<file path="src/rtl/id_stage.sv">
// RV32I decode stage: regfile read, immediate/control decode, load-use hazard detection, ID/EX register.
// Latency 1 cycle; holds on ex_stall, inserts a bubble and raises id_stall on load-use, flush kills ID/EX.
package id_stage_pkg;

   typedef enum logic {
      rs1_out = 1'b0,
      pc_out  = 1'b1
   } alu_m1_sel_t;

   typedef enum logic {
      rs2_out = 1'b0,
      imm_out = 1'b1
   } alu_m2_sel_t;

   typedef struct packed {
      logic        valid;
      logic [31:0] inst;
      logic [31:0] pc;
      logic [63:0] order;
      logic [4:0]  rd_s;
      logic [4:0]  rs1_s;
      logic [4:0]  rs2_s;
      logic [31:0] rs1_v;
      logic [31:0] rs2_v;
      logic [31:0] imm;
      alu_m1_sel_t alu_m1_sel;
      alu_m2_sel_t alu_m2_sel;
      logic        regf_we;
      logic        mem_read;
      logic        mem_write;
      logic        illegal;
   } id_ex_stage_reg_t;

   localparam logic [6:0] OPC_LUI    = 7'b0110111;
   localparam logic [6:0] OPC_AUIPC  = 7'b0010111;
   localparam logic [6:0] OPC_JAL    = 7'b1101111;
   localparam logic [6:0] OPC_JALR   = 7'b1100111;
   localparam logic [6:0] OPC_BRANCH = 7'b1100011;
   localparam logic [6:0] OPC_LOAD   = 7'b0000011;
   localparam logic [6:0] OPC_STORE  = 7'b0100011;
   localparam logic [6:0] OPC_OP_IMM = 7'b0010011;
   localparam logic [6:0] OPC_OP     = 7'b0110011;

endpackage

module id_stage
   import id_stage_pkg::*;
(
   input  logic             clk,
   input  logic             rst,
   input  logic             if_valid,
   input  logic [31:0]      if_inst,
   input  logic [31:0]      if_pc,
   input  logic [63:0]      if_order,
   output logic [4:0]       rs1_s,
   output logic [4:0]       rs2_s,
   input  logic [31:0]      rs1_v,
   input  logic [31:0]      rs2_v,
   input  logic             ex_stall,
   input  logic             flush,
   output logic             id_stall,
   output id_ex_stage_reg_t id_ex
);

   logic [6:0]       opcode;
   logic [4:0]       rd;
   logic             uses_rs1;
   logic             uses_rs2;
   logic             hazard;
   id_ex_stage_reg_t dec;

   assign opcode = if_inst[6:0];
   assign rd     = if_inst[11:7];
   assign rs1_s  = if_inst[19:15];
   assign rs2_s  = if_inst[24:20];

   always_comb begin
      dec            = '0;
      dec.valid      = if_valid;
      dec.inst       = if_inst;
      dec.pc         = if_pc;
      dec.order      = if_order;
      dec.rd_s       = rd;
      dec.rs1_s      = rs1_s;
      dec.rs2_s      = rs2_s;
      dec.rs1_v      = rs1_v;
      dec.rs2_v      = rs2_v;
      dec.alu_m1_sel = rs1_out;
      dec.alu_m2_sel = imm_out;
      uses_rs1       = 1'b1;
      uses_rs2       = 1'b0;
      case (opcode)
         OPC_LUI: begin
            dec.imm     = {if_inst[31:12], 12'b0};
            dec.regf_we = 1'b1;
            uses_rs1    = 1'b0;
         end
         OPC_AUIPC: begin
            dec.imm        = {if_inst[31:12], 12'b0};
            dec.regf_we    = 1'b1;
            dec.alu_m1_sel = pc_out;
            uses_rs1       = 1'b0;
         end
         OPC_JAL: begin
            dec.imm        = {{11{if_inst[31]}}, if_inst[31], if_inst[19:12],
                              if_inst[20], if_inst[30:21], 1'b0};
            dec.regf_we    = 1'b1;
            dec.alu_m1_sel = pc_out;
            uses_rs1       = 1'b0;
         end
         OPC_JALR, OPC_OP_IMM: begin
            dec.imm     = {{20{if_inst[31]}}, if_inst[31:20]};
            dec.regf_we = 1'b1;
         end
         OPC_LOAD: begin
            dec.imm      = {{20{if_inst[31]}}, if_inst[31:20]};
            dec.regf_we  = 1'b1;
            dec.mem_read = 1'b1;
         end
         OPC_STORE: begin
            dec.imm       = {{20{if_inst[31]}}, if_inst[31:25], if_inst[11:7]};
            dec.mem_write = 1'b1;
            uses_rs2      = 1'b1;
         end
         OPC_BRANCH: begin
            dec.imm        = {{19{if_inst[31]}}, if_inst[31], if_inst[7],
                              if_inst[30:25], if_inst[11:8], 1'b0};
            dec.alu_m1_sel = pc_out;
            dec.alu_m2_sel = rs2_out;
            uses_rs2       = 1'b1;
         end
         OPC_OP: begin
            dec.regf_we    = 1'b1;
            dec.alu_m2_sel = rs2_out;
            uses_rs2       = 1'b1;
         end
         default: dec.illegal = 1'b1;
      endcase
      // x0 is never a real destination
      if (rd == 5'd0) dec.regf_we = 1'b0;
   end

   // Compares only register indices, so read data never reaches id_stall
   assign hazard = if_valid & id_ex.valid & id_ex.mem_read & (id_ex.rd_s != 5'd0) &
                   ((uses_rs1 & (rs1_s == id_ex.rd_s)) | (uses_rs2 & (rs2_s == id_ex.rd_s)));

   assign id_stall = !flush & (ex_stall | hazard);

   always_ff @(posedge clk or posedge rst) begin
      if (rst)
         id_ex <= '0;
      else if (flush)
         id_ex <= '0;
      else if (ex_stall)
         id_ex <= id_ex;
      else if (hazard)
         id_ex <= '0;
      else
         id_ex <= dec;
   end

endmodule

</file>
<file path="config.mk">
export PLATFORM = sky130hd
export DESIGN_NAME = id_stage
export DESIGN_NICKNAME = d
export VERILOG_FILES = /design/src/rtl/id_stage.sv
export SDC_FILE = /design/constraint.sdc
export NUM_CORES = 1
export LEC_CHECK = 0
export BUFFER_PORTS_ARGS = -buffer_cell sky130_fd_sc_hd__clkbuf_2
export CAP_MARGIN = 20
export CORE_MARGIN = 4
export CORE_UTILIZATION = 25
export CTS_CLUSTER_SIZE = 8
export DETAILED_ROUTE_END_ITERATION = 6
export GPL_TIMING_DRIVEN = 0
export PLACE_DENSITY_LB_ADDON = 0.1
export SETUP_SLACK_MARGIN = 0.4
export SYNTH_ARGS = -nofsm -noshare
export SYNTH_HDL_FRONTEND = slang
export SYNTH_SLANG_ARGS = --single-unit
</file>
<file path="constraint.sdc">
create_clock -name clk -period 15 [get_ports clk]
set_input_delay 2.25 -clock clk [delete_from_list [all_inputs] [get_ports clk]]
set_output_delay 2.25 -clock clk [all_outputs]
set_load 0.005 [all_outputs]
</file>
==> metrics.txt <==
clock root buffer clkbuf_16; relative slew slack ~42%; number of global-route vias before repair slightly above 8000; Core Area about 35000 sq um; Tot GR Track Use between 10% and 20%; Die Y-Extent 196.9 um; Final Hold Fails 0; critical-path maximum fanout 10; # rows between 60 and 70; slowest cell delay on critical path just under 0.6 ns; Syn Nets about 850; CTS tree yes; Design Power about 1.5 mW; Syn Inst Count ~650; TritonCTS buffer count 35; first-pass GRT wire length between 50000 and 60000 um; Longest Clk Path Bufs 3; Crit Path Category primary input to primary output; number of diodes 0; syn avg cell area about 14 sq um; P_leak 7.003 nW; Worst Max-Slew Pin Slew 0.8569 ns; yosys warns 0; RD Place Congestion 0.7770; Critical Path Sink Type primary output; post-DR vias/cell approximately 4.7; Clock Sinks between 200 and 250; cts hold-fix bufs 0; startpoint types primary input; Worst EP required roughly 13 ns; Die W between 150 and 200 um; Max Cap Viol 0; max FFs per register roughly 230; Max Clock Freq ~160 MHz; status completed; Syn-to-layout area delta 42.68%; Data arrival, critical path about 4.1 ns; final-report max-slew violation count 0; drt wl/cell 22.17 um; layout net count ~1300; Finish-stage setup viols 0; DP Cell Count approximately 1600; largest net degree at the start of global routing 120; I/O pin count ~450; Yosys cell types 36; layout cell share with drive strength beyond 1 47.81%; antenna-violating nets left 0; Skew-Pair Late Insertion Delay approximately 0.50 ns; DRT Wirelength about 35000 um; crit-path cells clkbuf_2 > clkbuf_1 > and4bb_2 > nand3_1 > nor4_2 > nor2_1 > nor2_1 > clkbuf_2; Peak supply drop roughly 0.000074 V; Seq/Total Area, Yosys about two thirds; top_reg_cell synth dfrtp_1; power per cell area 120.9 nW/um^2; Resize count post-CTS 0; largest reg by FF count id_ex; GRT overflow 0; htree depth 2; Worst-path clk slew around 0.050 ns; Die Footprint 38770 sq um; DRC viols 0; vias post-DR around 7500; Tmin final between 6 and 7 ns; ys async rst share between 90% and 100%; setup bufs post-CTS 0; crit share post-route between 40% and 50%; antenna violations before repair 1; top flop regs id_ex: 231 flops; initial core utilization between 20% and 30%; setup TNS 0 ns; Post-DP HPWL 26660 um; CP max-delay cell nor4_2; Post-synth EDFFs 0; DRT iter0 DRCs 297; drt first pass iters 4; Clock Skew 0.02136 ns; post-route insts no fill between 1500 and 2000; Post-Synthesis Cell Area slightly below 9000 sq um; I/O Buffers between 400 and 500; worst hold-check path type flop to flop; FF+latch count, synth 231; unrepaired setup endpoints after global routing no
## layout make-up
cell class / count / area (sq um)
well taps: 455 / 569.3
repair buffers: 452 / 2285
flip-flops and latches: 231 / 5781
plain buffers: 83 / 465.4
fillers: 3553 / 22160
clock buffers: 40 / 937.1
multi-input cells: 334 / 2664
inverters: 3 / 18.77
clock inverters: 1 / 8.758
## stage by stage
step	instance area, sq um	hold slack, ns	setup slack (ns)	util [%]
after floorplan	8921	0.4733	6.417	-
after global placement	11750	0.4774	3.113	33.68
after detailed placement	11780	0.4757	8.592	33.78
after CTS	12730	0.4872	8.587	36.49
after global routing	12730	0.5103	8.468	36.49
final	12730	0.4824	8.636	36.49
## power breakdown
group,internal [mW],switching (mW),leakage (nW)
Clock,0.433,0.267,0.464
Combinational,0.0757,0.0868,3.45
Sequential,0.655,0.0208,3.09
Total,1.16,0.375,7.00
## cells in the mapped netlist (4+ instances only)
library cell,count,share of area (%)
dfrtp_1,231,65
a21oi_1,4,0.22
a21o_1,8,0.67
nand2_1,28,1.2
nand3_1,6,0.34
buf_4,36,3.0
nor2_1,10,0.42
a22o_1,233,23
buf_2,15,0.84
o21ai_0,7,0.39
xnor2_1,10,0.98
clkbuf_1,32,1.3
## cells by family after synthesis
kind of cell	count (synthesis)	share of synthesized area (%)
flip-flops	231	64.80
AO/OA/AOI/OAI	259	24.94
buffers and inverters	86	5.344
XOR/XNOR	11	1.080
AND/OR/NAND/NOR	64	3.843
## worst paths after layout
check                            from    endpoint  slack, ns  cells past startpoint
max in group asynchronous         rst   id_ex[70]      11.96                      3
min reg2reg                  id_ex[0]    id_ex[0]       0.48                      2
min in group asynchronous         rst  id_ex[154]       1.91                      2
min                          id_ex[0]    id_ex[0]       0.48                      2
max                        if_inst[2]    id_stall       8.64                      8
max reg2reg                id_ex[222]   id_ex[17]      12.07                      7
## cells in the final DEF, fill, tap and decap left out, drive strengths merged, types with 2 or more instances in the layout
master	n
a22o	233
a21oi	4
nor3	2
clkbuf	523
and3	2
inv	3
nand4b	2
nand3	6
xnor2	10
nor4	3
nor2	10
o21ai	7
or4	3
buf	52
nand2	28
dfrtp	231
a21o	8
## routing by layer
metal	global-route usage, %	wire, um	vias to the layer above
met5	0	8	-
met4	3.210	432	2
met3	5.795	3328	33
met2	29.17	16800	348
met1	22.84	14890	3688
li1	-	-	3413
## worst max-delay path, delay by kind of cell
family / cells / cell delay, ns
buffers and inverters: 3 / 0.44
and+or+nand+nor: 5 / 1.42
Note: power is estimated with default switching activity, not from simulation.
